$ cat src/rtl/ctrl_sequencer_pkg.sv
// ctrl_sequencer_pkg: shared op-codes, instruction classes and sequencer states
package ctrl_sequencer_pkg;
  localparam int BR_OFF_W = 7;
  localparam logic [8:0] FIN_ENC = 9'b000111000;
  localparam logic [8:0] RESET_ENC = 9'b000111001;
  typedef enum logic [3:0] {
    OP_PASS_VAL = 4'd0,
    OP_PASS_ACC = 4'd1,
    OP_ADD      = 4'd2,
    OP_SUB      = 4'd3,
    OP_AND      = 4'd4,
    OP_LSHFT    = 4'd5,
    OP_RSHFT    = 4'd6,
    OP_DIST     = 4'd7,
    OP_MIN      = 4'd8,
    OP_UNK      = 4'd15
  } alu_op_code_t;
  typedef enum logic [1:0] {CLS_ALU, CLS_BRANCH, CLS_FIN, CLS_RESET} cpu_op_class_t;
  typedef enum logic [1:0] {IDLE, FETCH, EXEC, DONE} seq_state_t;
endpackage

$ cat src/rtl/ctrl_sequencer_instr_decode.sv
// instr_decode: combinational classification of a 9-bit instruction into class, ALU op and immediate
module instr_decode
  import ctrl_sequencer_pkg::*;
#(
  parameter int IMM_W = 6
) (
  input  logic [8:0]       instr,
  output cpu_op_class_t    op_class,
  output alu_op_code_t     alu_op,
  output logic [IMM_W-1:0] imm
);
  logic [2:0] grp;
  logic       sub;
  assign grp = instr[8:6];
  assign sub = instr[5];
  always_comb begin
    op_class = instr[8:7] == 2'b11 ? CLS_BRANCH :
               instr == FIN_ENC    ? CLS_FIN    :
               instr == RESET_ENC  ? CLS_RESET  : CLS_ALU;
    alu_op = grp == 3'b001 ? OP_ADD :
             grp == 3'b010 ? OP_SUB :
             grp == 3'b011 ? OP_AND :
             grp == 3'b100 ? (sub ? OP_RSHFT : OP_LSHFT) :
             grp == 3'b101 ? (sub ? OP_MIN : OP_DIST) :
             sub ? OP_PASS_ACC : OP_PASS_VAL;
    imm = IMM_W'((grp == 3'b001 || grp == 3'b010 || grp == 3'b011) ? instr[5:0] :
                 (grp == 3'b000 && sub) ? {3'b000, instr[2:0]} : {1'b0, instr[4:0]});
  end
endmodule

$ cat src/rtl/ctrl_sequencer.sv
// ctrl_sequencer: two-cycle fetch/exec sequencer driving ALU op-codes and the PC
module ctrl_sequencer
  import ctrl_sequencer_pkg::*;
#(
  parameter int PC_W  = 8,
  parameter int IMM_W = 6
) (
  input  logic             clk,
  input  logic             reset,
  input  logic             start,
  output logic [PC_W-1:0]  imem_addr,
  input  logic [8:0]       imem_data,
  input  logic             alu_zero,
  output logic [3:0]       alu_op,
  output logic [IMM_W-1:0] alu_imm,
  output logic             alu_valid,
  output logic             acc_clr,
  output logic             busy,
  output logic             done
);
  seq_state_t       state_q, state_d;
  logic [PC_W-1:0]  pc_q, pc_d, pc_inc, pc_br;
  alu_op_code_t     alu_op_q, alu_op_d, dec_op;
  logic [IMM_W-1:0] alu_imm_q, alu_imm_d, dec_imm;
  logic             alu_valid_q, alu_valid_d, acc_clr_q, acc_clr_d;
  cpu_op_class_t    dec_class;
  instr_decode #(.IMM_W(IMM_W)) u_dec (
    .instr    (imem_data),
    .op_class (dec_class),
    .alu_op   (dec_op),
    .imm      (dec_imm)
  );
  assign pc_inc = pc_q + PC_W'(1);
  // signed offset is sign-extended to PC_W so the sum wraps naturally
  assign pc_br  = pc_q + PC_W'($signed(imem_data[BR_OFF_W-1:0]));
  always_ff @(posedge clk or posedge reset) begin
    if (reset) begin
      state_q     <= IDLE;
      pc_q        <= '0;
      alu_op_q    <= OP_UNK;
      alu_imm_q   <= '0;
      alu_valid_q <= 1'b0;
      acc_clr_q   <= 1'b0;
    end else begin
      state_q     <= state_d;
      pc_q        <= pc_d;
      alu_op_q    <= alu_op_d;
      alu_imm_q   <= alu_imm_d;
      alu_valid_q <= alu_valid_d;
      acc_clr_q   <= acc_clr_d;
    end
  end
  always_comb begin
    state_d = state_q;
    pc_d    = pc_q;
    if (state_q == IDLE || state_q == DONE) begin
      if (start) begin
        state_d = FETCH;
        pc_d    = '0;
      end
    end else if (state_q == FETCH) begin
      state_d = EXEC;
    end else begin
      state_d = dec_class == CLS_FIN ? DONE : FETCH;
      pc_d    = dec_class == CLS_BRANCH ? (alu_zero ? pc_br : pc_inc) :
                dec_class == CLS_FIN    ? pc_q :
                dec_class == CLS_RESET  ? '0 : pc_inc;
    end
  end
  always_comb begin
    alu_valid_d = state_q == EXEC && dec_class == CLS_ALU;
    acc_clr_d   = state_q == EXEC && dec_class == CLS_RESET;
    alu_op_d    = alu_valid_d ? dec_op : alu_op_q;
    alu_imm_d   = alu_valid_d ? dec_imm : alu_imm_q;
  end
  assign imem_addr = pc_q;
  assign alu_op    = alu_op_q;
  assign alu_imm   = alu_imm_q;
  assign alu_valid = alu_valid_q;
  assign acc_clr   = acc_clr_q;
  assign busy      = state_q == FETCH || state_q == EXEC;
  assign done      = state_q == DONE;
endmodule

$ cat config.mk
export PLATFORM = sky130hd
export DESIGN_NAME = ctrl_sequencer
export DESIGN_NICKNAME = d
export VERILOG_FILES = /design/src/rtl/ctrl_sequencer_pkg.sv /design/src/rtl/ctrl_sequencer_instr_decode.sv /design/src/rtl/ctrl_sequencer.sv
export SDC_FILE = /design/constraint.sdc
export NUM_CORES = 1
export LEC_CHECK = 0
export BUFFER_PORTS_ARGS = -buffer_cell sky130_fd_sc_hd__buf_2
export CORE_ASPECT_RATIO = 0.5
export CORE_MARGIN = 2
export CORE_UTILIZATION = 59
export DETAILED_ROUTE_END_ITERATION = 8
export PLACE_DENSITY_LB_ADDON = 0.3
export SLEW_MARGIN = 0
export SYNTH_ARGS = -nofsm -noshare
export SYNTH_HDL_FRONTEND = slang
export SYNTH_HIERARCHICAL = 1
export SYNTH_SLANG_ARGS = --single-unit
$ cat constraint.sdc
create_clock -name clk -period 5.3 [get_ports clk]
set_input_delay 1.06 -clock clk [delete_from_list [all_inputs] [get_ports clk]]
set_output_delay 1.06 -clock clk [all_outputs]
set_load 0.05 [all_outputs]
==> impl_metrics.ini, run 1 <==
[sta]
fmax_mhz = 304
hold_viol = 0
drv_slew = 0
slew_headroom_pct = 47.3
rsz0062_at_grt = no
period_share_pct = 62.0
tns_ns = 0
skew_ns = 0.00947
fin_ws_ns = 2.01
worstMarginPinSlew_ns = 0.790
setup_viol = 0
finalCriticalPeriod_ns = 3.29
whs_ns = 0.505

[finish]
diodes = 0
layout.nets = 233
drive_above_1_share_pct = 30.9
area_delta_synth_final_pct = 13.7

[clocking]
clk_pin_slew_ns = 0.09
cts.sink_count = 22
clockBufferDepth = 2
postCtsSetupRepairBufs = 0
cts.repair.resized = 0
cts_tree = yes
numCtsBuffers = 3
cts_max_level = 1
clk_root_buffer_cell = clkbuf_8
hold_buffers = 0
clk_latency_ns = 0.27

[setup_path]
crit_path_start = imem_data[7]
reg2reg_depth = 6
critPathArrivalTime_ns = 3.50
critical_path.max_fanout = 9
crit_type = input port to register
endpoint = imem_addr[6]
worstSetupEndpointType = register
reg2reg_to = imem_addr[6]
timing.rr.start = imem_addr[0]
r2r_setup_slack_ns = 3.20
crit_required_ns = 5.51
start_kind = input port

[floorplan]
die_w_um = 79.5
die_area_um2 = 3320
die_h_um = 41.7
ios = 35
start_util_pct = 63.4
core_area_um2 = 2650
row_count = 13

[synthesis]
netlist_area_um2 = 1680
synth-edff-count = 0
synth_flop_cell = dfrtp_1
ys_types = 54
avgSynthCellArea_um2 = 9.77
synth_fp_nets = 200
syn_inst = 172
synthArstFlopShare_pct = 100
yosysWarningCount = 6
ys_seq_area_share_pct = 33.1
ys_ff_latch = 22

[power]
power_mw = 1.12
power.leakage_nw = 0.934
irDropWorstVdd_uv = 345
power_density_nw_per_um2 = 585

[global_route]
grt_pass1_wl_mm = 6.64
grt_pass1_vias = 1429
antenna_found_initial = 0
grt_max_degree = 23
overflow = 0
track_usage_pct = 25.5

[routing]
dr.pass1.iters = 5
vias = 1514
drt_iter0_markers = 82
antenna_left = 0
drc = 0
viasPerCell = 6.28
wirelength_mm = 3.83
wl_per_cell_um = 15.9

[place]
hpwl_mm = 2.92
place_congestion = 0.930
dp_slack_ns = 1.83
portBuffers = 34

[outcome]
outcome = completed

[run]
max_cap_violations = 0

[hold_path]
min_path_type = register to register
[cell usage after synthesis, types with 2 or more instances]
| cell type | count | area (um^2) |
|---|---|---|
| dfstp_2 | 4 | 105 |
| buf_4 | 3 | 22.5 |
| nor4b_4 | 2 | 47.6 |
| o21ai_0 | 9 | 45.0 |
| and3_1 | 2 | 12.5 |
| o21a_1 | 2 | 15.0 |
| nand3b_1 | 4 | 30.0 |
| or2_4 | 2 | 17.5 |
| and2b_2 | 2 | 17.5 |
| dfrtp_1 | 18 | 450 |
| nor3b_1 | 3 | 22.5 |
| buf_2 | 3 | 15.0 |
| a211o_1 | 3 | 26.3 |
| mux2_2 | 10 | 113 |
| a21oi_1 | 8 | 40.0 |
| ha_1 | 14 | 175 |
| inv_1 | 10 | 37.5 |
| nand3_1 | 7 | 35.0 |
| a22oi_1 | 2 | 15.0 |
| o31ai_1 | 3 | 22.5 |
| xor2_1 | 4 | 35.0 |
| nand2_1 | 12 | 45.0 |
| a211o_2 | 2 | 20.0 |
| a21o_1 | 3 | 22.5 |
| nor2_1 | 10 | 37.5 |
| a41oi_1 | 2 | 17.5 |
[where the power goes]
group / internal [mW] / switching (mW) / leakage, nW
Combinational: 0.215 / 0.466 / 0.633
Clock: 0.0663 / 0.0558 / 0.0288
Sequential: 0.243 / 0.0717 / 0.272
Total: 0.524 / 0.594 / 0.934
[per-layer routing]
| layer | track usage, % | up-vias | part of all wire (%) |
|---|---|---|---|
| li1 | - | 705 | - |
| met2 | 39.2 | 76 | 45 |
| met4 | 7.59 | 0 | 1.6 |
| met5 | 0 | - | 0 |
| met3 | 6.52 | 11 | 7.9 |
| met1 | 35.5 | 722 | 46 |
[flip-flops by register name, indices dropped and copies added (netlist names)]
register,cells
acc_clr,1
alu_imm,6
alu_op,4
alu_valid,1
imem_addr,8
state_q,2
[how the worst min path moves through the flow]
| stage | start | end | slack, ns | cells after the start |
|---|---|---|---|---|
| CTS | alu_imm[5] | alu_imm[5] | 0.51 | 1 |
| floorplan | state_q[1] | state_q[1] | 0.57 | 2 |
| global placement | alu_imm[1] | alu_imm[1] | 0.49 | 1 |
| finish | alu_imm[5] | alu_imm[5] | 0.50 | 1 |
| global route | alu_imm[5] | alu_imm[5] | 0.54 | 1 |
| detailed placement | alu_imm[5] | alu_imm[5] | 0.49 | 1 |
[metrics by stage]
stage               cell area, um^2  utilization, %  instances
detailed placement             1860            70.0        237
finish                         1910            72.1        241
global placement               1860            70.0        237
global route                   1910            72.1        241
CTS                            1910            72.1        241
floorplan                      1680               -        172
[cell families after synthesis]
logic type | Yosys count | share of synthesized area (%)
flip-flops | 22 | 33.1
XOR/XNOR | 5 | 2.61
AND/OR/NAND/NOR | 56 | 21.0
AO/OA/AOI/OAI | 46 | 19.3
buffers and inverters | 17 | 5.14
multiplexers | 11 | 7.30
adder cells (fa/ha/maj) | 15 | 11.6
[area by class of cell]
| type | count | area [um^2] |
|---|---|---|
| clock buffers | 4 | 55.1 |
| repair buffers | 35 | 178 |
| well taps | 37 | 46.3 |
| inverters | 10 | 37.5 |
| fillers | 208 | 741 |
| flip-flops and latches | 22 | 556 |
| multi-input cells | 133 | 1040 |
[worst max-delay path, cell delays in order]
cell and delay, ns:
buf_2 0.16, nor4b_4 0.34, nor4b_4 0.49, a22o_1 0.36
nand3b_1 0.20, or2_4 0.29, or4_1 0.50, nand3_1 0.10
[cell usage in the layout, fill, tap and decap left out, types with 2 or more instances in the layout]
cell / n
a211o_1: 3
a211o_2: 2
a21o_1: 3
a21oi_1: 8
a22oi_1: 2
a41oi_1: 2
and2b_2: 2
and3_1: 2
buf_2: 34
clkbuf_8: 4
dfrtp_1: 18
dfstp_2: 4
ha_1: 14
inv_1: 10
mux2_2: 10
nand2_1: 12
nand3_1: 7
nand3b_1: 4
nor2_1: 10
nor3b_1: 3
nor4b_4: 2
o21a_1: 2
o21ai_0: 9
o31ai_1: 3
or2_4: 2
xor2_1: 4
Power figures use the tool's default switching activity.
==> run 2, diff against run 1 <==
--- a/config.mk
+++ b/config.mk
@@ -8,7 +8,7 @@
 export BUFFER_PORTS_ARGS = -buffer_cell sky130_fd_sc_hd__buf_2
 export CORE_ASPECT_RATIO = 0.5
 export CORE_MARGIN = 2
-export CORE_UTILIZATION = 59
+export CORE_UTILIZATION = 49
 export DETAILED_ROUTE_END_ITERATION = 8
 export PLACE_DENSITY_LB_ADDON = 0.3
 export SLEW_MARGIN = 0
==> constraint.sdc (replaced) <==
create_clock -name clk -period 3 [get_ports clk]
set_input_delay 0.6 -clock clk [delete_from_list [all_inputs] [get_ports clk]]
set_output_delay 0.6 -clock clk [all_outputs]
set_load 0.05 [all_outputs]
==> run 2 against run 1 <==
Compared with the run above: first-iteration DRC count rose by 9.8%; combinational power up 79%; critical path depth unchanged; sequential cell count unchanged; worst setup slack worse by 1.5 ns; critical path type unchanged; clock skew shrank 0.0067 ns; wire length rose by 6.1%; largest cell class unchanged; sequential power up 77%.
==> impl_metrics.ini, run 2 (synthesis gave the netlist of run 1 again) <==
[outcome]
outcome = completed

[sta]
skew_ns = 0.00272
tns_ns = 0
drv_slew = 0
finalCriticalPeriod_ns = 2.50
rsz0062_at_grt = no
setup_viol = 0
fmax_mhz = 399
period_share_pct = 83.5
worstMarginPinSlew_ns = 0.871
whs_ns = 0.501
slew_headroom_pct = 41.9
hold_viol = 0

[place]
place_congestion = 0.903
portBuffers = 34
hpwl_mm = 3.07

[setup_path]
critical_path.cell_chain = buf_2 -> nor4b_4 -> nor4b_4 -> a22o_1 -> nand3b_1 -> or2_4 -> or4_1 -> nand3_1
crit_type = input port to register
start_kind = input port
critPathTopFamily = simple AND/OR/NAND/NOR gates
worst-path-buf-inv = 1
worstSetupEndpointType = register
r2r_setup_slack_ns = 0.88
reg2reg_depth = 6
critical_path.max_fanout = 9
critPathArrivalTime_ns = 2.71
crit_required_ns = 3.21
reg2reg_to = imem_addr[6]
slowest_delay_ns = 0.50
slowest_stage = or4_1
timing.rr.start = imem_addr[0]
cp_common_cell = nor4b_4

[hold_path]
min_path_type = input port to async pin

[clocking]
cts_max_level = 1
cts.sink_count = 22
postCtsSetupRepairBufs = 0
clk_root_buffer_cell = clkbuf_8
clk_pin_slew_ns = 0.09
numCtsBuffers = 3
clk_latency_ns = 0.27
clockBufferDepth = 2
cts.repair.resized = 0
hold_buffers = 0
cts_tree = yes

[global_route]
antenna_found_initial = 0
grt_pass1_wl_mm = 6.33
overflow = 0
track_usage_pct = 21.4
grt_pass1_vias = 1355
grt_max_degree = 23

[finish]
largest_register_ffs = 8
layout.nets = 235
drive_above_1_share_pct = 31.6
final_common_cell = buf_2
area_delta_synth_final_pct = 15.8
diodes = 0
layout_common_cells = 34 x buf_2, 18 x dfrtp_1, 14 x ha_1

[routing]
wirelength_mm = 4.06
drc = 0
drt_iter0_markers = 90
viasPerCell = 6.03
vias = 1483
antenna_left = 0
dr.pass1.iters = 4
wl_per_cell_um = 16.5

[floorplan]
die_area_um2 = 3940
start_util_pct = 53.6
die_h_um = 45.4
row_count = 14
core_area_um2 = 3140
ios = 35
die_w_um = 86.8

[run]
max_cap_violations = 0

[power]
power.leakage_nw = 0.951
irDropWorstVdd_uv = 431
power_density_nw_per_um2 = 1060
run 2: changes by cell type in the layout (fill, tap and decap cells not counted):
cell       previous run  this run
bufinv_16             0         1
buf_4                 1         3
clkbuf_8              4         3
run 2: cell type report:
cell class                 count  area, um^2
clock inverter                 1        30.0
tap                           40        50.0
sequential                    22         556
multi-input combinational    133        1040
fill                         258        1190
inverter                      10        37.5
timing repair buffer          37         193
clock buffer                   3        41.3
run 2: power by group:
group	total, mW	switching (mW)	internal [mW]
Combinational	1.22	0.838	0.382
Sequential	0.555	0.126	0.428
Clock	0.287	0.108	0.178
run 2: layer usage:
metal / up-vias / part of all wire, % / track usage [%]
li1: 705 / - / -
met1: 705 / 46 / 27.9
met2: 68 / 46 / 35.4
met3: 5 / 7.5 / 5.80
met4: 0 / 0.52 / 6.56
met5: - / 0 / 0
run 2: stage by stage:
step | util [%] | instance area [um^2] | power (mW) | setup slack, ns | std cells
after global placement | 59.8 | 1870 | 1.74 | 0.287 | 242
final | 62.1 | 1950 | 2.06 | 0.495 | 246
after detailed placement | 59.8 | 1870 | 1.76 | 0.217 | 242
after floorplan | - | 1680 | 1.49 | 0.342 | 172
after CTS | 62.1 | 1950 | 2.06 | 0.514 | 246
after global routing | 62.1 | 1950 | 2.17 | 0.348 | 246
run 2: worst max-delay path by stage:
stage               slack, ns      endpoint          from  cells after the start
floorplan                0.34  imem_addr[6]  imem_data[7]                      8
global placement         0.29  imem_addr[6]  imem_data[7]                      8
detailed placement       0.22  imem_addr[6]  imem_data[7]                      8
CTS                      0.51  imem_addr[6]  imem_data[7]                      8
global route             0.35  imem_addr[6]  imem_data[7]                      8
finish                   0.50  imem_addr[6]  imem_data[7]                      8
==> run 3, diff against run 2 <==
--- a/config.mk
+++ b/config.mk
@@ -8,7 +8,7 @@
 export BUFFER_PORTS_ARGS = -buffer_cell sky130_fd_sc_hd__buf_2
 export CORE_ASPECT_RATIO = 0.5
 export CORE_MARGIN = 2
-export CORE_UTILIZATION = 49
+export CORE_UTILIZATION = 55
 export DETAILED_ROUTE_END_ITERATION = 8
 export PLACE_DENSITY_LB_ADDON = 0.3
 export SLEW_MARGIN = 0
==> constraint.sdc (replaced) <==
create_clock -name clk -period 2.5 [get_ports clk]
set_input_delay 0.5 -clock clk [delete_from_list [all_inputs] [get_ports clk]]
set_output_delay 0.5 -clock clk [all_outputs]
set_load 0.05 [all_outputs]
==> run 3 against run 2 <==
Compared with the run above: cell count rose by 2.4%; clock power rose by 18%; combinational power rose by 21%; cell area rose by 2.3%; first-iteration DRC count rose by 10%; non-clock buffer count rose by 6; critical path type unchanged; critical endpoint unchanged; highest routed layer is now met3.
==> impl_metrics.ini, run 3 (synthesis gave the netlist of run 1 again) <==
[setup_path]
critical_path.max_fanout = 5
cp_common_cell = nor4b_4
reg2reg_to = imem_addr[6]
slowest_delay_ns = 0.41
timing.rr.start = imem_addr[0]
worstSetupEndpointType = register
reg2reg_depth = 6
r2r_setup_slack_ns = 0.46
critical_path.cell_chain = buf_2 -> nor4b_4 -> nor4b_4 -> a22o_1 -> nand3b_1 -> or2_4 -> or4_1 -> nand3_1
start_kind = input port
crit_type = input port to register
crit_required_ns = 2.71
slowest_stage = or4_1
critPathArrivalTime_ns = 2.41

[floorplan]
row_count = 14
ios = 35
die_w_um = 82.2
core_area_um2 = 2960
die_h_um = 43.1
die_area_um2 = 3540
start_util_pct = 56.8

[sta]
rsz0062_at_grt = no
setup_viol = 0
period_share_pct = 88.3
skew_ns = 0.00365
worstMarginPinSlew_ns = 0.847
slew_headroom_pct = 43.5
drv_slew = 0
finalCriticalPeriod_ns = 2.21
fmax_mhz = 453
tns_ns = 0
hold_viol = 0

[clocking]
postCtsSetupRepairBufs = 0
clockBufferDepth = 2
cts_tree = yes
clk_pin_slew_ns = 0.08
hold_buffers = 0
clk_latency_ns = 0.27
numCtsBuffers = 3
cts_max_level = 1
clk_root_buffer_cell = clkbuf_8
cts.repair.resized = 0
cts.sink_count = 22

[global_route]
grt_pass1_wl_mm = 6.67
overflow = 0
track_usage_pct = 25.0
antenna_found_initial = 0
grt_max_degree = 23
grt_pass1_vias = 1353

[finish]
layout.nets = 241
utilization_pct = 67.2
diodes = 0
largest_register_ffs = 8
fillCellCount = 241
area_delta_synth_final_pct = 18.5
drive_above_1_share_pct = 33.5
layout_common_cells = 34 x buf_2, 18 x dfrtp_1, 14 x ha_1
multi_input_area_um2 = 1040
regArea_um2 = 556
final_common_cell = buf_2

[run]
max_cap_violations = 0

[power]
irDropWorstVdd_uv = 651
power_density_nw_per_um2 = 1240
power.leakage_nw = 0.980

[routing]
drc = 0
wl_per_cell_um = 15.8
dr.pass1.iters = 4
vias = 1480
viasPerCell = 5.87
antenna_left = 0
drt_iter0_markers = 99
wirelength_mm = 3.99

[place]
portBuffers = 34
place_congestion = 0.859
hpwl_mm = 3.13

[hold_path]
min_path_type = input port to async pin

[outcome]
outcome = completed
[run 3: area by class of cell]
| type | instances | share of cell area, % |
|---|---|---|
| tap | 40 | 2.51 |
| inverter | 10 | 1.89 |
| clock buffer | 3 | 2.07 |
| multi-input combinational | 133 | 52.2 |
| clock inverter | 1 | 1.51 |
| sequential | 22 | 27.9 |
| timing repair buffer | 43 | 11.9 |
[run 3: layer usage]
| layer | wire [um] | track usage [%] |
|---|---|---|
| met1 | 1920 | 35.2 |
| met2 | 1850 | 40.8 |
| met3 | 212 | 6.17 |
| met4 | 0 | 1.67 |
| met5 | 0 | 0 |
[run 3: worst max path at each step]
stage	startpoint	to	depth (start not counted)
3_3_place_gp	imem_data[6]	imem_addr[2]	8
3_5_place_dp	imem_data[6]	imem_addr[2]	8
4_1_cts	imem_data[6]	imem_addr[6]	8
5_1_grt	imem_data[6]	imem_addr[4]	8
2_1_floorplan	imem_data[7]	imem_addr[6]	8
6_report	imem_data[6]	imem_addr[6]	8
[run 3: metrics by stage]
step | instance area, um^2 | setup slack (ns) | instances | total power [mW] | hold WS, ns
6_report | 1990 | 0.294 | 252 | 2.47 | 0.387
3_3_place_gp | 1920 | 0.161 | 248 | 2.09 | 0.485
3_5_place_dp | 1920 | 0.0700 | 248 | 2.13 | 0.492
5_1_grt | 1990 | 0.173 | 252 | 2.64 | 0.419
4_1_cts | 1990 | 0.335 | 252 | 2.48 | 0.408
2_1_floorplan | 1680 | 0.0555 | 172 | 1.79 | 0.486
[run 3: critical path, delay by kind of cell]
kind | cells | cell delay, ns
compound gates | 1 | 0.28
simple gates | 6 | 1.51
buf+inv | 1 | 0.12
[run 3: report_power, final]
part | internal (mW) | switching [mW] | leakage [nW]
combinational | 0.471 | 1.01 | 0.672
sequential | 0.515 | 0.142 | 0.272
clock | 0.214 | 0.124 | 0.0357
total | 1.20 | 1.27 | 0.980
